$ cat src/rtl/mem_arbiter_if.sv
// Bundle of requester and memory-port signals around mem_arbiter.
// Latency: none, wires only.
// Backpressure: none here; req_cs_i is held until req_ack_o, and mem_cs_o is held until mem_ack_i.
//
// Ports (signals):
//   req_cs_i/req_we_i   per-channel request and write enable
//   req_addr_i/req_data_i  packed per-channel address and write data (channel k at k*W +: W)
//   req_data_o/req_ack_o/req_err_o  shared read data, one-hot completion pulse, abort flag
//   mem_*               single backing-memory port with cs/we/ack handshake
//   grant_o/busy_o      debug view of the current grant and activity
// Modports: slave = arbiter view, master = requesters plus memory (environment) view.
interface mem_arbiter_if #(
    parameter int N_CH       = 2,
    parameter int ADDR_WIDTH = 32,
    parameter int DATA_WIDTH = 32
);
    logic [N_CH-1:0]            req_cs_i;
    logic [N_CH-1:0]            req_we_i;
    logic [N_CH*ADDR_WIDTH-1:0] req_addr_i;
    logic [N_CH*DATA_WIDTH-1:0] req_data_i;
    logic [DATA_WIDTH-1:0]      req_data_o;
    logic [N_CH-1:0]            req_ack_o;
    logic                       req_err_o;
    logic                       mem_cs_o;
    logic                       mem_we_o;
    logic [ADDR_WIDTH-1:0]      mem_addr_o;
    logic [DATA_WIDTH-1:0]      mem_data_o;
    logic [DATA_WIDTH-1:0]      mem_data_i;
    logic                       mem_ack_i;
    logic [2:0]                 grant_o;
    logic                       busy_o;

    modport slave (
        input  req_cs_i, req_we_i, req_addr_i, req_data_i, mem_data_i, mem_ack_i,
        output req_data_o, req_ack_o, req_err_o, mem_cs_o, mem_we_o, mem_addr_o,
               mem_data_o, grant_o, busy_o
    );

    modport master (
        output req_cs_i, req_we_i, req_addr_i, req_data_i, mem_data_i, mem_ack_i,
        input  req_data_o, req_ack_o, req_err_o, mem_cs_o, mem_we_o, mem_addr_o,
               mem_data_o, grant_o, busy_o
    );
endinterface

$ cat src/rtl/mem_arbiter.sv
// Round-robin arbiter putting N_CH memory requesters onto one cs/we/ack memory port.
// Latency: request sampled at t -> mem_cs_o from t+1 -> req_ack_o one cycle after mem_ack_i; 3-cycle minimum turnaround.
// Backpressure: requesters hold req_cs_i until their one-cycle req_ack_o; the memory stalls by withholding mem_ack_i.
//
// Ports: clk, rst (synchronous, active high) plus mem_arbiter_if.slave bus
//   (per-channel req_cs/we/addr/data in, shared req_data_o, one-hot req_ack_o, req_err_o,
//    mem_cs/we/addr/data out, mem_data_i/mem_ack_i in, grant_o/busy_o debug).
// Optional feature: define MEM_ARB_TIMEOUT_EN to abort a BUSY transaction after TIMEOUT
//   cycles without mem_ack_i (ack with req_err_o = 1 and req_data_o = 0).
module mem_arbiter #(
    parameter int N_CH       = 2,
    parameter int ADDR_WIDTH = 32,
    parameter int DATA_WIDTH = 32,
    parameter int TIMEOUT    = 64
) (
    input logic          clk,
    input logic          rst,
    mem_arbiter_if.slave bus
);

    if (N_CH < 1 || N_CH > 8 || TIMEOUT < 2 || ADDR_WIDTH < 1 || DATA_WIDTH < 1) begin : g_bad_param
        $error("mem_arbiter: parameter out of range");
    end

    typedef enum logic [1:0] {
        IDLE = 2'd0,
        BUSY = 2'd1,
        DONE = 2'd2
    } state_t;

    typedef struct packed {
        logic                  we;
        logic [ADDR_WIDTH-1:0] addr;
        logic [DATA_WIDTH-1:0] data;
    } cmd_t;

    localparam logic [N_CH-1:0] ACK_ONE = N_CH'(1);

    state_t                state;
    logic [2:0]            last_grant;
    logic [2:0]            grant_q;
    cmd_t                  cmd_q;
    logic                  cs_q;
    logic                  busy_q;
    logic [N_CH-1:0]       ack_q;
    logic [DATA_WIDTH-1:0] rdata_q;

`ifdef MEM_ARB_TIMEOUT_EN
    localparam int CNT_W = $clog2(TIMEOUT);
    logic [CNT_W-1:0] cnt_q;
    logic             err_q;
`endif

    // Round-robin pick: first requesting channel after last_grant, wrapping modulo N_CH.
    logic [7:0] cs_pad;
    logic [2:0] cand;
    logic [2:0] pick_idx;
    logic       pick_vld;
    cmd_t       pick_cmd;

    always_comb begin
        cs_pad   = 8'(bus.req_cs_i);
        cand     = '0;
        pick_idx = '0;
        pick_vld = 1'b0;
        for (int i = 1; i <= N_CH; i++) begin
            cand = 3'((int'(last_grant) + i) % N_CH);
            if (!pick_vld && cs_pad[cand]) begin
                pick_vld = 1'b1;
                pick_idx = cand;
            end
        end
        pick_cmd = '0;
        for (int k = 0; k < N_CH; k++) begin
            if (pick_idx == 3'(k)) begin
                pick_cmd.we   = bus.req_we_i[k];
                pick_cmd.addr = bus.req_addr_i[k*ADDR_WIDTH +: ADDR_WIDTH];
                pick_cmd.data = bus.req_data_i[k*DATA_WIDTH +: DATA_WIDTH];
            end
        end
    end

    always_ff @(posedge clk) begin
        if (rst) begin
            state      <= IDLE;
            last_grant <= 3'(N_CH - 1);
            grant_q    <= '0;
            cmd_q      <= '0;
            cs_q       <= 1'b0;
            busy_q     <= 1'b0;
            ack_q      <= '0;
            rdata_q    <= '0;
`ifdef MEM_ARB_TIMEOUT_EN
            cnt_q      <= '0;
            err_q      <= 1'b0;
`endif
        end else begin
            case (state)
                IDLE: begin
                    ack_q <= '0;
                    if (pick_vld) begin
                        // Command is captured here; later changes on req_* are ignored.
                        grant_q <= pick_idx;
                        cmd_q   <= pick_cmd;
                        cs_q    <= 1'b1;
                        busy_q  <= 1'b1;
`ifdef MEM_ARB_TIMEOUT_EN
                        cnt_q   <= '0;
`endif
                        state   <= BUSY;
                    end
                end
                BUSY: begin
                    // An ack coinciding with the timeout cycle wins: normal completion.
                    if (bus.mem_ack_i) begin
                        rdata_q    <= bus.mem_data_i;
                        last_grant <= grant_q;
                        ack_q      <= ACK_ONE << grant_q;
                        cs_q       <= 1'b0;
                        state      <= DONE;
                    end
`ifdef MEM_ARB_TIMEOUT_EN
                    else if (cnt_q == CNT_W'(TIMEOUT - 1)) begin
                        // Advance the pointer on abort too, so a dead target cannot pin one channel.
                        rdata_q    <= '0;
                        last_grant <= grant_q;
                        ack_q      <= ACK_ONE << grant_q;
                        err_q      <= 1'b1;
                        cs_q       <= 1'b0;
                        state      <= DONE;
                    end else begin
                        cnt_q <= cnt_q + CNT_W'(1);
                    end
`endif
                end
                DONE: begin
                    ack_q  <= '0;
                    busy_q <= 1'b0;
`ifdef MEM_ARB_TIMEOUT_EN
                    err_q  <= 1'b0;
`endif
                    state  <= IDLE;
                end
                default: begin
                    state <= IDLE;
                end
            endcase
        end
    end

    assign bus.mem_cs_o   = cs_q;
    assign bus.mem_we_o   = cmd_q.we;
    assign bus.mem_addr_o = cmd_q.addr;
    assign bus.mem_data_o = cmd_q.data;
    assign bus.req_ack_o  = ack_q;
    assign bus.req_data_o = rdata_q;
    assign bus.grant_o    = grant_q;
    assign bus.busy_o     = busy_q;
`ifdef MEM_ARB_TIMEOUT_EN
    assign bus.req_err_o  = err_q;
`else
    assign bus.req_err_o  = 1'b0;
`endif

endmodule

$ cat src/flat_wrapper.sv
// flat-port wrapper written by rule: the top's interface ports become plain ports
module mem_arbiter_flat 
#(
    parameter int N_CH       = 2,
    parameter int ADDR_WIDTH = 32,
    parameter int DATA_WIDTH = 32,
    parameter int TIMEOUT    = 64
)
  (clk, rst, bus_req_cs_i, bus_req_we_i, bus_req_addr_i, bus_req_data_i, bus_mem_data_i, bus_mem_ack_i, bus_req_data_o, bus_req_ack_o, bus_req_err_o, bus_mem_cs_o, bus_mem_we_o, bus_mem_addr_o, bus_mem_data_o, bus_grant_o, bus_busy_o);
  mem_arbiter_if #(.N_CH(N_CH), .ADDR_WIDTH(ADDR_WIDTH), .DATA_WIDTH(DATA_WIDTH)) bus_i ();
  input logic clk;
  input logic rst;
  input wire logic [$bits(bus_i.req_cs_i)-1:0] bus_req_cs_i;
  input wire logic [$bits(bus_i.req_we_i)-1:0] bus_req_we_i;
  input wire logic [$bits(bus_i.req_addr_i)-1:0] bus_req_addr_i;
  input wire logic [$bits(bus_i.req_data_i)-1:0] bus_req_data_i;
  input wire logic [$bits(bus_i.mem_data_i)-1:0] bus_mem_data_i;
  input wire logic [$bits(bus_i.mem_ack_i)-1:0] bus_mem_ack_i;
  output wire logic [$bits(bus_i.req_data_o)-1:0] bus_req_data_o;
  output wire logic [$bits(bus_i.req_ack_o)-1:0] bus_req_ack_o;
  output wire logic [$bits(bus_i.req_err_o)-1:0] bus_req_err_o;
  output wire logic [$bits(bus_i.mem_cs_o)-1:0] bus_mem_cs_o;
  output wire logic [$bits(bus_i.mem_we_o)-1:0] bus_mem_we_o;
  output wire logic [$bits(bus_i.mem_addr_o)-1:0] bus_mem_addr_o;
  output wire logic [$bits(bus_i.mem_data_o)-1:0] bus_mem_data_o;
  output wire logic [$bits(bus_i.grant_o)-1:0] bus_grant_o;
  output wire logic [$bits(bus_i.busy_o)-1:0] bus_busy_o;
  assign bus_i.req_cs_i = bus_req_cs_i;
  assign bus_i.req_we_i = bus_req_we_i;
  assign bus_i.req_addr_i = bus_req_addr_i;
  assign bus_i.req_data_i = bus_req_data_i;
  assign bus_i.mem_data_i = bus_mem_data_i;
  assign bus_i.mem_ack_i = bus_mem_ack_i;
  assign bus_req_data_o = bus_i.req_data_o;
  assign bus_req_ack_o = bus_i.req_ack_o;
  assign bus_req_err_o = bus_i.req_err_o;
  assign bus_mem_cs_o = bus_i.mem_cs_o;
  assign bus_mem_we_o = bus_i.mem_we_o;
  assign bus_mem_addr_o = bus_i.mem_addr_o;
  assign bus_mem_data_o = bus_i.mem_data_o;
  assign bus_grant_o = bus_i.grant_o;
  assign bus_busy_o = bus_i.busy_o;
  mem_arbiter #(.N_CH(N_CH), .ADDR_WIDTH(ADDR_WIDTH), .DATA_WIDTH(DATA_WIDTH), .TIMEOUT(TIMEOUT)) u_core (.clk(clk), .rst(rst), .bus(bus_i));
endmodule
$ cat config.mk
export PLATFORM = sky130hd
export DESIGN_NAME = mem_arbiter_flat
export DESIGN_NICKNAME = d
export VERILOG_FILES = /design/src/rtl/mem_arbiter_if.sv /design/src/rtl/mem_arbiter.sv /design/src/flat_wrapper.sv
export SDC_FILE = /design/constraint.sdc
export NUM_CORES = 1
export LEC_CHECK = 0
export CAP_MARGIN = 10
export CORE_AREA = 3 3 116 118
export DETAILED_ROUTE_END_ITERATION = 10
export DIE_AREA = 0 0 119 121
export PLACE_DENSITY = 0.83
export SETUP_SLACK_MARGIN = 0.05
export SLEW_MARGIN = 20
export SYNTH_ARGS = -nofsm -noshare
export SYNTH_HDL_FRONTEND = slang
export SYNTH_SLANG_ARGS = --single-unit
$ cat constraint.sdc
create_clock -name clk -period 2.1 [get_ports clk]
set_clock_uncertainty 0.2 [all_clocks]
set_input_delay 0.315 -clock clk [delete_from_list [all_inputs] [get_ports clk]]
set_output_delay 0.315 -clock clk [all_outputs]
set_load 0.02 [all_outputs]
======== Word level (Yosys, flattened, before mapping) ========
Cells that the tools add are included.
storage, ports and cells
  output and inout bits ................... 105
  flip-flop bits (word level) ............. 107
  bits of input ports ..................... 167
cells by class
  shifts and indexed selects .............. 1
  bitwise gates (word level) .............. 2
  reduce and logical (&&, ||, !) cells .... 14
  mux-type cells .......................... 19
  $add $sub $neg .......................... 2
  magnitude comparators ................... 2
  equality and inequality tests ........... 5
operators by type and width
  cell                 count
  $mux 65              2
  $reduce_and 2->1     5
  $lt 3x4->1 const B   2
  $pmux 2 s2           2
  $mux 1               6
  $mux 2               3
  $mux 3               2
  $reduce_bool 2->1    3
  $bmux 1 s2           2
  $pmux 1 s2           2
  $eq 3x1->1 const B   1
  $logic_not 3->1      1
  $reduce_and 3->1     1
  $shl 1x3->2 const A  1
  $add 1x1->1 const B  2
  $and 1x1->1 const A  2
  $eq 2x1->1 const B   1
  $eq 2x2->1 const B   1
  $logic_not 2->1      1
  $ne 2x1->1 const B   1
  $ne 2x2->1 const B   1
  $reduce_or 2->1      1
  $logic_and 1x1->1    1
  $logic_not 1->1      1

======== Logic depth before layout (Yosys ltp) ========
Gate-level depths: netlist of the first run.
  depth after elaboration ................. 11
  depth in mapped cells ................... 6
  gate-level depth less buffers ........... 3

======== Worst setup path after synthesis of the first run ========
No wires, ideal clock.
  path kind ............................... input to register
  from .................................... input port rst
  to ...................................... register u_core.cmd_q, in the netlist u_core.bus.mem_addr_o[21]
  stages .................................. 4
  path buffers ............................ 3
  slack ................................... 0.551 ns
  arrival ................................. 1.202 ns
  cell sequence ........................... buf_2 -> clkbuf_1 -> buf_1 -> a311oi_1
RTL lines
  what                  line                text
  from (decl)           flat_wrapper.sv:12  input logic rst;
  to (signal assigned)  mem_arbiter.sv:104  cmd_q <= pick_cmd;
  to (decl)             mem_arbiter.sv:42   cmd_t cmd_q;
No word-level cell between the ends.

======== Worst setup path after layout of the first run ========
  from .................................... register u_core.cmd_q, in the netlist u_core.bus.mem_addr_o[0]
  to ...................................... output port bus_mem_addr_o[0]
RTL lines
  what       line                text
  to (decl)  flat_wrapper.sv:24  output wire logic [$bits(bus_i.mem_addr_o)-1:0] bus_mem_addr_o;
No word-level cell between the ends.

==> results of run 1 <==
[layer usage]
layer / global-route usage / part of all wire / vias up
met1: 0.2339 / 0.39 / 2230
met4: 0.09558 / 0.026 / 0
met2: 0.3794 / 0.49 / 211
met3: 0.07366 / 0.084 / 29
li1: - / - / 2390
met5: 0 / 0 / -
[final cells by class]
class / count / area share
Sequential cell: 105 / 0.2667
Inverter: 2 / 0.0009524
Timing Repair Buffer: 288 / 0.3781
Clock buffer: 9 / 0.02857
Tap cell: 172 / 0.02730
Multi-Input combinational cell: 385 / 0.2895
Clock inverter: 6 / 0.008889
[synth_stat cells, drive strengths merged (2+ instances only)]
library cell  instances
a21bo                 2
a21oi               104
a311oi               65
buf                  26
clkbuf               33
dfxtp               105
inv                   2
nand2               198
nand3                 4
nor2                  2
[state kept, by name (all words and copies together) (netlist names)]
name and flops:
u_core.bus.busy_o 1, u_core.bus.grant_o 1, u_core.bus.mem_addr_o 32, u_core.bus.mem_cs_o 1, u_core.bus.mem_data_o 32, u_core.bus.mem_we_o 1, u_core.bus.req_ack_o 2, u_core.bus.req_data_o 32
u_core.last_grant 1, u_core.state 2
[cells by family after synthesis]
family / share of synthesized area
compound gates: 0.3072
buf+inv: 0.06731
flops: 0.4487
other cells: 0.0008005
simple gates: 0.1760
[worst min-delay path: stages]
cell      delay, ns
buf_4          0.14
buf_12         0.20
a311oi_2       0.05
[power by group]
part	switching (µW)	internal, µW	total, µW	leakage (µW)
registers	105	2180	2280	0.000866
logic	829	873	1700	0.00184
clock network	760	922	1680	0.000134
total	1690	3970	5670	0.00284
[final timing paths]
path                            slack (ns)  cells past startpoint                                     end                              startpoint
worst min-delay path                  0.22                      3  u_core.bus.mem_data_o[13]$_SDFFE_PP0P_                                     rst
worst max-delay path                  0.22                      1                       bus_mem_addr_o[0]   u_core.bus.mem_addr_o[0]$_SDFFE_PP0P_
worst min register to register        0.25                      2  u_core.bus.req_data_o[27]$_SDFFE_PP0P_  u_core.bus.req_data_o[27]$_SDFFE_PP0P_
worst max register to register        0.47                      4  u_core.bus.req_data_o[28]$_SDFFE_PP0P_            u_core.state[0]$_SDFFE_PP0P_
[through the flow]
step,setup TNS [ns],area (µm²),utilization,hold slack (ns),setup slack (ns)
3_3_place_gp,0,7587,0.6037,0.2418,0.02759
5_1_grt,0,7883,0.6272,0.2071,0.1593
4_1_cts,0,7883,0.6272,0.1947,0.1976
6_report,0,7883,0.6272,0.2175,0.2200
3_5_place_dp,-0.04986,7587,0.6037,0.2470,-0.02969
2_1_floorplan,0,4692,-,0.2510,0.5508
==> reports/metrics.yaml, run 1 <==
flow_run:
  drv_cap: 0
sta:
  drv_slew: 0
  hold_viol_final: 0
  min_period_over_period: 0.8952
  fmax_mhz: 531.9
  min_period_ns: 1.880
  setup_viol: 0
  rsz0062_at_grt: "no"
worst_setup_path:
  critPathBufInv: 1
  cp-end-kind: "output pin"
  cp-start-kind: "register"
  max_stage_delay_ns: 0.63
  path_cells: "clkdlybuf4s50_1"
  cp_slowest_cell: "clkdlybuf4s50_1"
  cp_max_fo: 2
  cp.arrival_ns: 1.37
  cp_top_family: "buffers and inverters"
  worstPathRequired_ns: 1.58
  critPathKind: "register to output pin"
logic_synthesis:
  syn_avg_cell_area_um2: 8.533
  synth_cell_type_count: 23
  yosysTopAreaCell: "dfxtp_1"
  ys_async_sr_fraction: 0
  ys.flop_type: "dfxtp_1"
  yosysTopAreaCellShare: 0.4487
  ys_top_cells_by_area: "dfxtp_1 45%, a311oi_2 16%, nand2_1 16%"
  synth_sequential_area_ratio: 0.4487
  synth-edff-count: 0
  ys_ff_latch: 105
  synth_area_um2: 4684
  ys_warn_count: 0
  synthCells: 549
clock_tree:
  clk_pin_slew_ns: 0.07
  hold_buffers: 0
  cts_buffers: 9
  clock-sinks: 105
  clk_latency_ns: 0.34
  root_buffer: "clkbuf_16"
  cts_resized: 0
  post_cts_buffers: 0
  clk_path_buf_depth: 2
  cts_tree: "yes"
  htreeDepth: 3
routing:
  detail_route.wl_per_cell_um: 16.21
  drt_iter0_markers: 343
  antenna_left: 0
  drtPass1Iterations: 4
  vias: 4860
  viasPerCell: 5.026
  wl_um: 15670
  drc_errors: 0
layout:
  mostFrequentLayoutCell: "clkdlybuf4s50_1"
  final_cells: 967
  layout-drive-gt1-share: 0.1145
  nets: 958
  antennaDiodeCount: 0
  multiInputGateArea_um2: 2282
  fill_cells: 1049
  regArea_um2: 2102
  final_cell_mix: "267 x clkdlybuf4s50_1, 198 x nand2_1, 105 x dfxtp_1"
  area_growth_syn_to_layout_pct: 68.27
placed_design:
  dpl.hpwl_um: 11370
  port_buffers: 268
  gp_congestion: 0.7542
  dp.cells: 952
floorplanning:
  start_util: 0.3727
  core-area_um2: 12570
  die_h_um: 121
  die_w_um: 119
  io_pins: 272
  rows: 41
  die_area_um2: 14400
outcome:
  status: "finished clean"
global_route:
  antenna_found_initial: 0
  gr-total-overflow: 0
  grt_pass1_wl_um: 24900
  track_usage: 0.2154
  first_global_vias: 4951
  grt_max_degree: 60
min_path:
  min_path_type: "input pin to register"
power_and_ir_drop:
  total_power_uw: 5667
  ir_drop_v: 0.0003781
  powerDensity_nw_per_um2: 718.9
  p_leak_uw: 0.002837
Power figures use the tool's default switching activity.
==> run 2: changes to the inputs <==
--- a/config.mk
+++ b/config.mk
@@ -9,7 +9,7 @@
 export CORE_AREA = 3 3 116 118
 export DETAILED_ROUTE_END_ITERATION = 10
 export DIE_AREA = 0 0 119 121
-export PLACE_DENSITY = 0.83
+export PLACE_DENSITY = 0.89
 export SETUP_SLACK_MARGIN = 0.05
 export SLEW_MARGIN = 20
 export SYNTH_ARGS = -nofsm -noshare
==> run 2 against run 1 <==
Global-route usage fell by 0.53 points. Clock power grew 5%. Highest routed layer unchanged. Wire length decreased by 0.72%. Largest cell class unchanged. Worst hold slack lost 0.025 ns. Cell count shrank 0.31%. Maximum frequency decreased by 2.9%. First-iteration DRC count is 1.2% lower. Via count increased by 1.2%. Non-clock buffer count decreased by 4. Worst setup slack got worse by 0.056 ns. Critical path depth unchanged. Die area unchanged.
==> reports/metrics.yaml, run 2 (synthesis results as in run 1) <==
routing:
  wl_met2_um: 7908
  met1_length_um: 5935
  drc_errors: 0
  detail_route.wl_per_cell_um: 16.14
  drtPass1Iterations: 4
  highest_layer: "met4"
  vias: 4918
  drt_iter0_markers: 339
  wl_met3_um: 1413
  viasPerCell: 5.102
  wl_um: 15560
  antenna_left: 0
sta:
  min_period_over_period: 0.9218
  fin_hold_ws_ns: 0.1922
  setup_viol: 0
  drv_slew: 0
  fmax_mhz: 516.6
  final.setup.tns_ns: 0
  rsz0062_at_grt: "no"
  min_period_ns: 1.936
  hold_viol_final: 0
global_route:
  gr-total-overflow: 0
  grt_max_degree: 50
  grt_pass1_wl_um: 24310
  antenna_found_initial: 0
  first_global_vias: 4785
  track_usage: 0.2101
worst_setup_path:
  critPathBufInv: 1
  critPathLaunch: "u_core.bus.grant_o[0]$_SDFFE_PP0P_"
  cp-end-kind: "output pin"
  cp.arrival_ns: 1.42
  worstPathRequired_ns: 1.58
  endpoint: "bus_grant_o[0]"
  max_stage_delay_ns: 0.69
  cp_max_fo: 4
  cp_slowest_cell: "clkdlybuf4s50_1"
  r2r_cells: 4
  critPathKind: "register to output pin"
  r2r-start: "u_core.state[0]$_SDFFE_PP0P_"
  r2r_setup_slack_ns: 0.49
  regToRegEndpoint: "u_core.bus.mem_data_o[24]$_SDFFE_PP0P_"
  cp_top_family: "buffers and inverters"
  path_cells: "clkdlybuf4s50_1"
  worst-path-stages: 1
  cp-start-kind: "register"
power_and_ir_drop:
  seqPwrFrac: 0.398
  combPwrFrac: 0.294
  clkPwrFrac: 0.308
  p_leak_uw: 0.002824
  ir_drop_v: 0.0003886
  internal_power_uw: 3986
  switching_power_uw: 1736
  powerDensity_nw_per_um2: 729.6
  total_power_uw: 5722
  swShare: 0.3034
placed_design:
  gp_congestion: 0.7779
  dpl.hpwl_um: 11230
  port_buffers: 268
min_path:
  min_from: "rst"
  min_path_type: "input pin to register"
layout:
  mostFrequentLayoutCell: "clkdlybuf4s50_1"
  antennaDiodeCount: 0
  final_cell_mix: "267 x clkdlybuf4s50_1, 198 x nand2_1, 105 x dfxtp_1"
  nets: 954
  area_growth_syn_to_layout_pct: 67.44
  layout-drive-gt1-share: 0.1111
flow_run:
  drv_cap: 0
floorplanning:
  die_h_um: 121
  core-area_um2: 12570
  die_area_um2: 14400
  die_w_um: 119
  rows: 41
  io_pins: 272
  start_util: 0.3727
clock_tree:
  cts_buffers: 9
  clock-sinks: 105
  post_cts_buffers: 0
  clk_path_buf_depth: 2
  clk_latency_ns: 0.34
  clk_pin_slew_ns: 0.08
  htreeDepth: 3
  cts_tree: "yes"
  root_buffer: "clkbuf_16"
  cts_resized: 0
  hold_buffers: 0
outcome:
  status: "finished clean"
[run 2: per-stage QoR]
step           instance area, µm²  utilization  setup WS (ns)  instances
2_1_floorplan                4692            -         0.5508        551
3_3_place_gp                 7532       0.5993        0.06563        948
3_5_place_dp                 7532       0.5993        0.02874        948
4_1_cts                      7844       0.6241         0.1467        964
5_1_grt                      7844       0.6241         0.1395        964
6_report                     7844       0.6241         0.1643        964
[run 2: worst min path at each step]
stage | end | slack [ns] | cells after the start
6_report | u_core.bus.req_data_o[28]$_SDFFE_PP0P_ | 0.19 | 2
5_1_grt | u_core.bus.req_data_o[24]$_SDFFE_PP0P_ | 0.19 | 2
3_5_place_dp | u_core.bus.req_data_o[15]$_SDFFE_PP0P_ | 0.25 | 2
4_1_cts | u_core.bus.req_data_o[24]$_SDFFE_PP0P_ | 0.19 | 2
2_1_floorplan | u_core.bus.req_data_o[10]$_SDFFE_PP0P_ | 0.25 | 2
3_3_place_gp | u_core.bus.req_data_o[21]$_SDFFE_PP0P_ | 0.24 | 2
[run 2: power groups by stage]
stage                     Sequential, µW  Clock, µW  Combinational, µW
after floorplan                     2530          0                647
after global placement              2320          0               1670
after detailed placement            2320          0               1690
after CTS                           2280       1800               1700
after global routing                2300       1880               1800
final                               2280       1760               1680
[run 2: layer usage]
layer | vias to the layer above | GRT usage
met5 | - | 0
met4 | 0 | 0.06879
met3 | 24 | 0.07459
met2 | 201 | 0.3765
met1 | 2304 | 0.2309
li1 | 2389 | -
[run 2: cell type report]
type	count	area, µm²
fillers	1024	4725
clock inverters	7	86.33
clock buffers	9	225.2
well taps	172	215.2
repair buffers	284	2925
multi-input cells	385	2282
inverters	2	7.507
flip-flops and latches	105	2102
==> run 3: changes to the inputs <==
--- a/config.mk
+++ b/config.mk
@@ -5,11 +5,13 @@
 export SDC_FILE = /design/constraint.sdc
 export NUM_CORES = 1
 export LEC_CHECK = 0
+export ABC_AREA = 1
+export ABC_CLOCK_PERIOD_IN_PS = 2100
 export CAP_MARGIN = 10
-export CORE_AREA = 3 3 116 118
+export CORE_AREA = 3 3 118 120
 export DETAILED_ROUTE_END_ITERATION = 10
-export DIE_AREA = 0 0 119 121
-export PLACE_DENSITY = 0.89
+export DIE_AREA = 0 0 121 123
+export PLACE_DENSITY = 0.9
 export SETUP_SLACK_MARGIN = 0.05
 export SLEW_MARGIN = 20
 export SYNTH_ARGS = -nofsm -noshare
==> run 3 against run 2 <==
Maximum frequency decreased by 0.46%. Worst setup slack got worse by 0.0090 ns. Worst hold slack improved by 0.073 ns. Flip-flop and latch count stayed put. Wire length decreased by 1.9%. Die area increased by 3.4%. First-iteration DRC count shrank 5.3%. Non-clock buffer count is 1 lower. Cell count grew 35%. Area after synthesis up 9.8%. Largest power group unchanged.
==> reports/metrics.yaml, run 3 <==
outcome:
  status: "finished clean"
worst_setup_path:
  cp-end-kind: "output pin"
  cp-start-kind: "register"
  cp_max_fo: 2
  critPathKind: "register to output pin"
  cp_top_family: "buffers and inverters"
  critPathBufInv: 1
  worstPathRequired_ns: 1.58
  cp_slowest_cell: "clkdlybuf4s50_1"
  path_cells: "clkdlybuf4s50_1"
  cp.arrival_ns: 1.43
  max_stage_delay_ns: 0.65
floorplanning:
  io_pins: 272
  die_w_um: 121
  rows: 42
  core-area_um2: 13090
  die_area_um2: 14880
  die_h_um: 123
  start_util: 0.3932
clock_tree:
  root_buffer: "clkbuf_16"
  cts_resized: 0
  post_cts_buffers: 0
  htreeDepth: 3
  cts_buffers: 9
  clock-sinks: 105
  clk_pin_slew_ns: 0.07
  cts_tree: "yes"
  clk_path_buf_depth: 2
  clk_latency_ns: 0.34
  hold_buffers: 0
layout:
  fill_cells: 1099
  mostFrequentLayoutCell: "nand2_1"
  final_cell_mix: "332 x nand2_1, 268 x clkdlybuf4s50_1, 200 x nor2_1"
  area_growth_syn_to_layout_pct: 61.07
  antennaDiodeCount: 0
  utilization: 0.6333
  fin_area_um2: 8287
  layout-drive-gt1-share: 0.03211
  nets: 1283
sta:
  hold_viol_final: 0
  fmax_mhz: 514.2
  final.setup.tns_ns: 0
  setup_viol: 0
  min_period_over_period: 0.9260
  min_period_ns: 1.945
  drv_slew: 0
  rsz0062_at_grt: "no"
  fin_hold_ws_ns: 0.2652
routing:
  detail_route.wl_per_cell_um: 11.77
  viasPerCell: 4.372
  drtPass1Iterations: 6
  antenna_left: 0
  wl_um: 15260
  drt_iter0_markers: 321
  vias: 5671
  drc_errors: 0
global_route:
  grt_max_degree: 68
  first_global_vias: 4900
  antenna_found_initial: 0
  track_usage: 0.1941
  gr-total-overflow: 0
  grt_pass1_wl_um: 23140
logic_synthesis:
  yosysTopAreaCell: "dfxtp_1"
  yosys-top-cells-count: "332 x nand2_1, 200 x nor2_1, 134 x inv_1, 105 x dfxtp_1, 37 x a21oi_1"
  synthCells: 869
  ys_async_sr_fraction: 0
  yosysTopAreaCellShare: 0.4086
  synth-edff-count: 0
  synth_area_um2: 5145
  synth_cell_type_count: 17
  ys_warn_count: 0
  syn_avg_cell_area_um2: 5.921
  synth.most_common_cell: "nand2_1"
  ys_top_cells_by_area: "dfxtp_1 41%, nand2_1 24%, nor2_1 15%"
  ys_ff_latch: 105
  synth_sequential_area_ratio: 0.4086
  ys.flop_type: "dfxtp_1"
min_path:
  min_path_type: "register to register"
placed_design:
  gp_congestion: 0.8763
  placed_cell_area_um2: 7993
  dpl.hpwl_um: 11440
  port_buffers: 268
flow_run:
  drv_cap: 0
power_and_ir_drop:
  p_leak_uw: 0.004012
  powerDensity_nw_per_um2: 687.9
  ir_drop_v: 0.0003516
run 3: kinds of logic (layout without fill, tap and decap cells):
family,count (synthesis),count (layout),share of synthesized area
compound gates,40,40,0.04013
flops,105,105,0.4086
simple gates,538,538,0.3945
buf+inv,185,435,0.1561
other cells,1,3,0.0007289
run 3: where the power goes:
group	switching [µW]	internal (µW)	total, µW
Combinational	873	855	1730
Sequential	100	2180	2280
Clock	764	931	1690
run 3: routing by layer:
metal	global-route usage	vias to the layer above	part of all wire
li1	-	2976	-
met1	0.2217	2450	0.41
met2	0.3265	215	0.47
met3	0.06862	30	0.094
met4	0.08924	0	0.029
met5	0	-	0
run 3: worst paths after layout:
kind                                                 end  slack, ns  cells after the start                                   start
hold / removal          u_core.bus.mem_cs_o$_SDFFE_PP0P_       0.27                      2        u_core.bus.mem_cs_o$_SDFFE_PP0P_
hold reg to reg         u_core.bus.mem_cs_o$_SDFFE_PP0P_       0.27                      2        u_core.bus.mem_cs_o$_SDFFE_PP0P_
setup / recovery                      bus_mem_addr_o[17]       0.16                      1  u_core.bus.mem_addr_o[17]$_SDFFE_PP0P_
setup reg to reg  u_core.bus.req_data_o[12]$_SDFFE_PP0P_       0.47                      5            u_core.state[0]$_SDFFE_PP0P_
run 3: final cells by class:
type                    instances  area, µm²  area share
multi-input cells             581       2265      0.2733
well taps                     176      220.2     0.02657
repair buffers                283       2895      0.3494
clock inverters                 6      65.06    0.007851
inverters                     136      510.5     0.06160
clock buffers                  10      229.0     0.02763
flip-flops and latches        105       2102      0.2537
run 3: per-stage QoR:
stage               std cells  worst slack (ns)  power (µW)
floorplan                 871            0.7951        3214
global placement         1281            0.1810        4025
detailed placement       1281            0.1329        4059
CTS                      1297            0.1365        5762
global route             1297            0.1152        6018
finish                   1297            0.1553        5700
